$ cat src/rtl/system_buffer_reader_pkg.sv
// Shared defines and package for the system buffer read side.
// Macros:
//   SYSTEM_BUFFER_ADDR_WIDTH : buffer address width in 32-bit words
//   SYSTEM_BUFFER_PTR_WIDTH  : pointer width (address width plus wrap bit)
// Package items:
//   SB_ADDR_WIDTH, SB_DATA_WIDTH, SB_FIFO_DEPTH default sizes
//   count_width()            : bits needed to hold 0..depth

`ifndef SYSTEM_BUFFER_DEFINES
`define SYSTEM_BUFFER_DEFINES
`define SYSTEM_BUFFER_ADDR_WIDTH 10
`define SYSTEM_BUFFER_PTR_WIDTH (`SYSTEM_BUFFER_ADDR_WIDTH + 1)
`endif

package system_buffer_reader_pkg;

    localparam int SB_ADDR_WIDTH = `SYSTEM_BUFFER_ADDR_WIDTH;
    localparam int SB_DATA_WIDTH = 32;
    localparam int SB_FIFO_DEPTH = 2;

    function automatic int count_width(input int depth);
        return $clog2(depth + 1);
    endfunction

endpackage

$ cat src/rtl/system_buffer_skid_fifo.sv
// Small skid FIFO that captures port-B read returns for the parser stream.
// Ports:
//   i_clock     : clock
//   i_resetn    : asynchronous active-low reset
//   i_clear     : synchronous clear (stream flush), wins over push/pop
//   i_push      : write i_push_data at the tail
//   i_push_data : data to store
//   i_pop       : drop the head entry
//   o_head_data : oldest stored entry
//   o_count     : number of stored entries

module system_buffer_skid_fifo
    import system_buffer_reader_pkg::*;
#(
    parameter int DEPTH = SB_FIFO_DEPTH,
    parameter int WIDTH = SB_DATA_WIDTH
) (
    input  logic                          i_clock,
    input  logic                          i_resetn,
    input  logic                          i_clear,
    input  logic                          i_push,
    input  logic [WIDTH-1:0]              i_push_data,
    input  logic                          i_pop,
    output logic [WIDTH-1:0]              o_head_data,
    output logic [count_width(DEPTH)-1:0] o_count
);

    localparam int CW = count_width(DEPTH);
    localparam int IW = (DEPTH > 1) ? $clog2(DEPTH) : 1;

    logic [WIDTH-1:0] r_mem [DEPTH];
    logic [IW-1:0]    r_wr_idx;
    logic [IW-1:0]    r_rd_idx;
    logic [CW-1:0]    r_count;
    logic             w_push;
    logic             w_pop;

    // Guards keep the structure consistent even if a caller misbehaves.
    assign w_push = i_push & (r_count != CW'(DEPTH));
    assign w_pop  = i_pop & (r_count != '0);

    function automatic logic [IW-1:0] next_idx(input logic [IW-1:0] idx);
        return (idx == IW'(DEPTH - 1)) ? '0 : idx + 1'b1;
    endfunction

    always_ff @(posedge i_clock or negedge i_resetn) begin
        if (!i_resetn) begin
            for (int i = 0; i < DEPTH; i++) begin
                r_mem[i] <= '0;
            end
            r_wr_idx <= '0;
            r_rd_idx <= '0;
            r_count  <= '0;
        end else if (i_clear) begin
            r_wr_idx <= '0;
            r_rd_idx <= '0;
            r_count  <= '0;
        end else begin
            if (w_push) begin
                r_mem[r_wr_idx] <= i_push_data;
                r_wr_idx        <= next_idx(r_wr_idx);
            end
            if (w_pop) begin
                r_rd_idx <= next_idx(r_rd_idx);
            end
            case ({w_push, w_pop})
                2'b10:   r_count <= r_count + 1'b1;
                2'b01:   r_count <= r_count - 1'b1;
                default: r_count <= r_count;
            endcase
        end
    end

    assign o_head_data = r_mem[r_rd_idx];
    assign o_count     = r_count;

endmodule

$ cat src/rtl/system_buffer_reader.sv
// Read-side controller for the dual-port system buffer. Follows the writer's
// pointer, issues 1-cycle-latency port-B reads, captures returns in a skid
// FIFO and presents them to the bitstream parser as a valid/ready stream.
// Ports:
//   clock, resetn     : clock / asynchronous active-low reset
//   Write_Pointer_I   : synchronized writer pointer (MSB = wrap bit)
//   Flush_I           : restart the stream at the current writer pointer
//   Enable_B_O        : port-B read enable
//   Address_B_O       : port-B word address
//   Data_B_I          : port-B read data, one cycle after Enable_B_O
//   Word_O            : word to parser (0 when not valid)
//   Word_Valid_O      : Word_O valid
//   Word_Ready_I      : parser accepts Word_O
//   Read_Pointer_O    : read pointer returned to the writer side
//   Level_O           : words written but not yet issued for read
//   Empty_O           : Level_O == 0
//   Overrun_O         : sticky, writer ran more than a full buffer ahead

module system_buffer_reader
    import system_buffer_reader_pkg::*;
#(
    parameter int ADDR_WIDTH = SB_ADDR_WIDTH,
    parameter int FIFO_DEPTH = SB_FIFO_DEPTH
) (
    input  logic                  clock,
    input  logic                  resetn,
    input  logic [ADDR_WIDTH:0]   Write_Pointer_I,
    input  logic                  Flush_I,
    output logic                  Enable_B_O,
    output logic [ADDR_WIDTH-1:0] Address_B_O,
    input  logic [31:0]           Data_B_I,
    output logic [31:0]           Word_O,
    output logic                  Word_Valid_O,
    input  logic                  Word_Ready_I,
    output logic [ADDR_WIDTH:0]   Read_Pointer_O,
    output logic [ADDR_WIDTH:0]   Level_O,
    output logic                  Empty_O,
    output logic                  Overrun_O
);

    localparam int PW = ADDR_WIDTH + 1;
    localparam int CW = count_width(FIFO_DEPTH);
    localparam logic [PW-1:0] OVERRUN_LIMIT = {1'b1, {ADDR_WIDTH{1'b0}}};

    logic [PW-1:0] r_rd_ptr;
    logic          r_inflight;
    logic          r_overrun;

    logic [PW-1:0] w_level;
    logic          w_empty;
    logic [CW-1:0] w_count;
    logic [31:0]   w_head;
    logic          w_valid;
    logic          w_pop;
    logic [CW:0]   w_used;
    logic [CW:0]   w_limit;
    logic          w_issue;

    assign w_level = Write_Pointer_I - r_rd_ptr;
    assign w_empty = (r_rd_ptr == Write_Pointer_I);
    assign w_valid = (w_count != '0);
    assign w_pop   = w_valid & Word_Ready_I;

    // occupancy + inflight - pop < depth, rearranged to avoid underflow.
    assign w_used  = (CW+1)'(w_count) + (CW+1)'(r_inflight);
    assign w_limit = (CW+1)'(FIFO_DEPTH) + (CW+1)'(w_pop);
    assign w_issue = !w_empty & !Flush_I & (w_used < w_limit);

    always_ff @(posedge clock or negedge resetn) begin
        if (!resetn) begin
            r_rd_ptr   <= '0;
            r_inflight <= 1'b0;
        end else if (Flush_I) begin
            r_rd_ptr   <= Write_Pointer_I;
            r_inflight <= 1'b0;
        end else begin
            r_inflight <= w_issue;
            if (w_issue) begin
                r_rd_ptr <= r_rd_ptr + 1'b1;
            end
        end
    end

    always_ff @(posedge clock or negedge resetn) begin
        if (!resetn) begin
            r_overrun <= 1'b0;
        end else if (w_level > OVERRUN_LIMIT) begin
            r_overrun <= 1'b1;
        end
    end

    // A flush drops the in-flight return and everything already captured.
    system_buffer_skid_fifo #(
        .DEPTH (FIFO_DEPTH),
        .WIDTH (32)
    ) u_skid_fifo (
        .i_clock     (clock),
        .i_resetn    (resetn),
        .i_clear     (Flush_I),
        .i_push      (r_inflight & !Flush_I),
        .i_push_data (Data_B_I),
        .i_pop       (w_pop & !Flush_I),
        .o_head_data (w_head),
        .o_count     (w_count)
    );

    assign Enable_B_O     = w_issue;
    assign Address_B_O    = r_rd_ptr[ADDR_WIDTH-1:0];
    assign Word_Valid_O   = w_valid;
    assign Word_O         = w_valid ? w_head : 32'h0;
    assign Read_Pointer_O = r_rd_ptr;
    assign Level_O        = w_level;
    assign Empty_O        = w_empty;
    assign Overrun_O      = r_overrun;

endmodule

$ cat config.mk
export PLATFORM = sky130hd
export DESIGN_NAME = system_buffer_reader
export DESIGN_NICKNAME = d
export VERILOG_FILES = /design/src/rtl/system_buffer_reader_pkg.sv /design/src/rtl/system_buffer_skid_fifo.sv /design/src/rtl/system_buffer_reader.sv
export SDC_FILE = /design/constraint.sdc
export NUM_CORES = 1
export LEC_CHECK = 0
export BUFFER_PORTS_ARGS = -buffer_cell sky130_fd_sc_hd__buf_2
export CAP_MARGIN = 0
export CORE_MARGIN = 2
export CORE_UTILIZATION = 40
export DETAILED_ROUTE_END_ITERATION = 8
export PLACE_DENSITY = 0.65
export SLEW_MARGIN = 30
export SYNTH_ARGS = -nofsm -noshare
export SYNTH_HDL_FRONTEND = slang
export SYNTH_SLANG_ARGS = --single-unit
$ cat constraint.sdc
create_clock -name clock -period 3.5 [get_ports clock]
set_input_delay 0.7 -clock clock [delete_from_list [all_inputs] [get_ports clock]]
set_output_delay 0.7 -clock clock [all_outputs]
set_load 0.01 [all_outputs]
==> results of run 1 <==
[placed cells by master, fill, tap and decap left out, types with 10 or more instances in the layout]
master / instances
buf_2: 113
dfrtp_1: 80
mux2_2: 64
nor2_1: 50
mux2i_1: 34
inv_1: 15
nand2_1: 13
ha_1: 13
o21ai_0: 12
and3_1: 10
clkbuf_8: 10
[path summary, 6_finish.rpt]
check	startpoint	to	slack [ns]	depth (start not counted)
max	Read_Pointer_O[4]	Enable_B_O	0.26	7
min	resetn	Read_Pointer_O[7]	0.37	1
max reg2reg	Read_Pointer_O[1]	Overrun_O	0.83	8
min reg2reg	u_skid_fifo.r_mem[60]	u_skid_fifo.r_mem[60]	0.51	1
max in group asynchronous	resetn	Read_Pointer_O[3]	2.60	1
min in group clock	u_skid_fifo.r_mem[60]	u_skid_fifo.r_mem[60]	0.51	1
[sequential cells by signal, indices dropped and copies added (netlist names)]
register / flops
u_skid_fifo.r_mem: 64
Read_Pointer_O: 11
u_skid_fifo.o_count: 2
Overrun_O: 1
r_inflight: 1
u_skid_fifo.r_rd_idx: 1
u_skid_fifo.r_wr_idx: 1
[stage by stage]
stage	power, µW	hold WS, ns	instance area (µm²)	setup slack [ns]	cells
after global routing	3519	0.4380	5270	0.04606	645
after global placement	2553	0.4863	5065	0.3355	630
after detailed placement	2612	0.4934	5069	0.3045	630
final	3268	0.3737	5270	0.2563	645
after floorplan	2258	0.4044	4442	0.5961	400
after CTS	3316	0.4074	5270	0.2563	645
[logic make-up (layout without fill, tap and decap cells)]
family / count (synthesis) / count (layout) / share of synthesized area
AND/OR/NAND/NOR: 104 / 104 / 0.1130
multiplexers: 98 / 98 / 0.2389
flip-flops: 81 / 81 / 0.4563
AO/OA/AOI/OAI: 50 / 50 / 0.08113
buffers and inverters: 45 / 150 / 0.05211
adder cells (fa/ha/maj): 14 / 14 / 0.04113
XOR/XNOR: 8 / 8 / 0.01747
[layer usage]
layer / wire length, µm / track usage
met4: 78 / 0.05515
met3: 657 / 0.05335
met5: 0 / 0
met2: 4904 / 0.2981
met1: 4239 / 0.2168
[worst max-delay path, delay by kind of cell (launching register included)]
| family | cells | cell delay (ns) |
|---|---|---|
| and+or+nand+nor | 3 | 0.90 |
| adders and majority gates | 1 | 0.38 |
| buffers and inverters | 3 | 0.47 |
| DFF | 1 | 0.45 |
[report_power, final]
part	leakage [µW]	switching [µW]	internal, µW
clock network	0.0000989	336	350
registers	0.000962	199	1270
logic	0.00144	534	583
[layout make-up]
| class | count | area [µm²] | area share |
|---|---|---|---|
| clock buffer | 10 | 137.6 | 0.02612 |
| multi-input combinational | 274 | 2191 | 0.4157 |
| clock inverter | 5 | 63.81 | 0.01211 |
| inverter | 16 | 60.06 | 0.01140 |
| sequential | 81 | 2028 | 0.3849 |
| timing repair buffer | 119 | 614.3 | 0.1166 |
| tap | 140 | 175.2 | 0.03324 |
==> metrics, run 1 <==
number of DRC markers in iteration 0 127; largest net degree at the start of global routing 82; top cell type's share of synthesized area 0.4563; postcts setup bufs 0; Die X around 110 µm; register bit count reported by yosys 81; crit end category primary output; Rows 38; drt total wl 9880 µm; Tot GR Track Use 0.1766; CTS tree yes; max_cap viols 0; PortBufs 114; DR DRC count 0; initial antenna violation count 0; ys async rst share 1.000; number of synthesized flops with an enable pin 0; Worst path max stage delay 0.61 ns; slowest stage cell on the critical path or4b_4; Rel. slew slack 0.5072; total gr overflow 0; mean routed wirelength per cell 15.32 µm; WS Path Type reg2out; Max Root-Sink Buffers 2; crit path DAT 2.54 ns; Syn Area/Cell 11.10 µm²; Worst VDD drop roughly 0.31 mV; vias in the first global route 3467; cells after synthesis 400; layout overhead on the synthesized area 18.65%; count of final hold-check violations 0; Post-DRT Antenna Nets 0; Post-CTS Hold Fix Bufs 0; die area 11960 µm²; Pre-antenna DRT Iters 4; H-tree lvl count 3; first-pass GRT wire length between 15000 and 20000 µm; Mapped Nets between 400 and 500; area leader, netlist dfrtp_1; Max Freq between 0.3 and 0.4 GHz; pins over their slew limit 0; die height 109.4 µm; Final Skew 0.01105 ns; RSZ-0062 raised after global routing no; Clock transition at path regs about 0.08 ns; Nets 562; routed vias roughly 3300; GP Congestion 0.8717; register area share after synthesis 0.4563; Starting Density 0.4097; WP data required 2.80 ns; CTS Root Cell clkbuf_8; Final Setup Violations 0; netlist area before placement 4442 µm²; worst skew pair latency roughly 0.35 ns; leakage power between 0.002 and 0.0025 µW; boundary pin count roughly 120; Tcrit/Tclk final 0.9268; status completed; Least-Margin Pin Slew 0.7393 ns; ranking of synthesized cells by area dfrtp_1 46%, mux2_2 16%, mux2i_1 7.7%, nor2_1 4.3%, ha_1 3.7%; Final Critical Period 3.244 ns; top-count cell post-synth dfrtp_1; Final Util 0.4862; setup_tns 0 ns; fillers 1043; top_reg_cell synth dfrtp_1; pwr/cell area 620.1 nW/µm²; ratio of cells with drive above 1 in the final layout 0.4198; CTS Sinks between 80 and 90; commonest cells in the synthesized netlist 81 x dfrtp_1, 64 x mux2_2, 51 x nor2_1; Via-to-Cell Ratio 5.191; dpl hpwl 7013 µm; critical path, cell by cell inv_1 > ha_1 > nand4_1 > nor4_2 > or4b_4 > inv_2 > buf_2; quantity of gates resized following cts 0; Synth cell types 53; Antenna Cells 0; crit path launch type flip-flop; worst hold path type in2async; clock buffer count from CTS 9; core area 10840 µm²; CP Max Fanout 14; Ys Warns 0
Power figures use the tool's default switching activity.
==> run 2: changes to the inputs <==
- MAX_ROUTING_LAYER: default -> met4
==> metrics, run 2 (synthesized netlist as in run 1, its figures left out) <==
quantity of gates resized following cts 0 (unchanged); Starting Density 0.4097 (unchanged); dpl hpwl 7185 µm (+2.5%); worst hold path type in2async; non-filler cells, final 645 (unchanged); GP Congestion 0.8710 (about the same); Hold Slack 0.3584 ns (-0.01521 ns); largest net degree at the start of global routing 82 (unchanged); boundary pin count 115 (unchanged); Sequential Power Share 0.431 (-0.017); register area 2028 µm² (unchanged); pins over their slew limit 0 (unchanged); reg2reg setup slack 0.77 ns (-0.06 ns); Tot GR Track Use 0.1878 (+0.01121); Final Skew 0.01159 ns (+0.0005416 ns); Worst VDD drop 0.3773 mV (+23%); die area 11960 µm² (unchanged); crit path launch type flip-flop; FF-to-FF Start Read_Pointer_O[3]; core area 10840 µm² (unchanged); Post-DRT Antenna Nets 0 (unchanged); placed cells 629 (-0.16%); power share of the combinational group 0.336 (-0.006); CP Max Fanout 14 (unchanged); slowest stage cell on the critical path or4b_4; Net Sw Frac 0.3268 (-0.0005894); pwr/cell area 638.0 nW/µm² (+2.9%); count of final hold-check violations 0 (unchanged); sw power 1105 µW (+3.3%); Clock power frac 0.232 (+0.022); area of the multi-input gates 2191 µm² (unchanged); H-tree lvl count 3 (unchanged); Rows 38 (unchanged); Nets 561 (-0.18%); worst skew pair latency 0.36 ns (about the same); fillers 1027 (-1.5%); Tcrit/Tclk final 0.9333 (+0.006511); layout overhead on the synthesized area 19.32%; Via-to-Cell Ratio 5.231 (+0.78%); final instance area 5300 µm² (+0.57%); R2R depth 8 (unchanged); total gr overflow 0 (unchanged); Antenna Cells 0 (unchanged); die height 109.4 µm (unchanged); RSZ-0062 raised after global routing no; Final Critical Period 3.266 ns (+0.02279 ns); first-pass GRT wire length 16750 µm (+1.6%); vias in the first global route 3484 (+0.49%); number of DRC markers in iteration 0 230 (+81%); Largest Register u_skid_fifo.r_mem; max reg flops 64 (unchanged); ratio of cells with drive above 1 in the final layout 0.4178 (-0.001980); Final Util 0.4889 (+0.002770); Pre-antenna DRT Iters 4 (unchanged); critical path, cell by cell inv_1 > ha_1 > nand4_1 > nor4_2 > or4b_4 > inv_2 > buf_2; max_cap viols 0 (unchanged); postcts setup bufs 0 (unchanged); WP data required 2.80 ns (about the same); WS Path Type reg2out; Worst path max stage delay 0.61 ns (about the same); Rel. slew slack 0.5031 (-0.004024); Pint 2276 µW (+3.6%); CTS tree yes; commonest non-fill, non-tap cell in the layout buf_2; initial antenna violation count 0 (unchanged); Reg2Reg Capture Point Overrun_O; DR DRC count 0 (unchanged); mean routed wirelength per cell 16.02 µm (+4.6%); Placed Instance Area 5074 µm² (about the same); CTS Sinks 81 (unchanged); status completed; crit path DAT 2.57 ns (+0.03 ns); routed vias 3374 (+0.78%); leakage power 0.002508 µW (+0.38%); clock buffer count from CTS 9 (unchanged); Least-Margin Pin Slew 0.7453 ns (+0.006035 ns); Max Root-Sink Buffers 2 (unchanged); CTS Root Cell clkbuf_8; Clock transition at path regs 0.09 ns (about the same); Die X 109.4 µm (unchanged); crit end category primary output; most frequent cells in the layout 113 x buf_2, 80 x dfrtp_1, 64 x mux2_2; drt total wl 10340 µm (+4.6%); PortBufs 114 (unchanged); Final Setup Violations 0 (unchanged); Critical path origin Read_Pointer_O[4]; Post-CTS Hold Fix Bufs 0 (unchanged); setup_tns 0 ns (unchanged); Max Freq 0.3061 GHz (-0.70%)
==> run 2: critical path, delay by kind of cell, from the launching register on <==
kind / cells / cell delay [ns]
AND/OR/NAND/NOR: 3 / 0.88
buffers and inverters: 3 / 0.46
adder cells (fa/ha/maj): 1 / 0.38
flip-flops: 1 / 0.48
==> run 2: worst max-delay path by stage <==
stage                       end  slack, ns  depth (start not counted)
floorplan           Level_O[10]       0.60                          9
global placement    Level_O[10]       0.34                         11
detailed placement  Level_O[10]       0.33                         11
CTS                  Enable_B_O       0.24                          7
global route        Level_O[10]       0.06                          9
finish               Enable_B_O       0.23                          7
==> run 2: power by group through the flow <==
| stage | combinational [µW] | sequential (µW) | clock, µW |
|---|---|---|---|
| after floorplan | 832 | 1430 | 0 |
| final | 1140 | 1460 | 786 |
| after global routing | 1270 | 1500 | 852 |
| after detailed placement | 1150 | 1480 | 0 |
| after CTS | 1150 | 1460 | 812 |
| after global placement | 1120 | 1450 | 0 |
==> run 2: layout make-up <==
cell class	instances	area share
multi-input combinational	274	0.4134
sequential	81	0.3827
timing repair buffer	118	0.1169
tap	140	0.03305
clock buffer	11	0.02668
clock inverter	5	0.01605
inverter	16	0.01133
==> run 2: routing by layer <==
layer | vias to the layer above | global-route usage | part of all wire
met5 | - | - | 0
met2 | 82 | 0.2998 | 0.47
met3 | 10 | 0.03794 | 0.048
met1 | 1670 | 0.2377 | 0.46
met4 | 0 | 0.06781 | 0.014
li1 | 1612 | - | -
==> run 2: metrics by stage <==
step	setup WS, ns	power (µW)
final	0.2335	3381
after global routing	0.06109	3619
after CTS	0.2390	3420
after detailed placement	0.3261	2621
after global placement	0.3413	2561
after floorplan	0.5961	2258
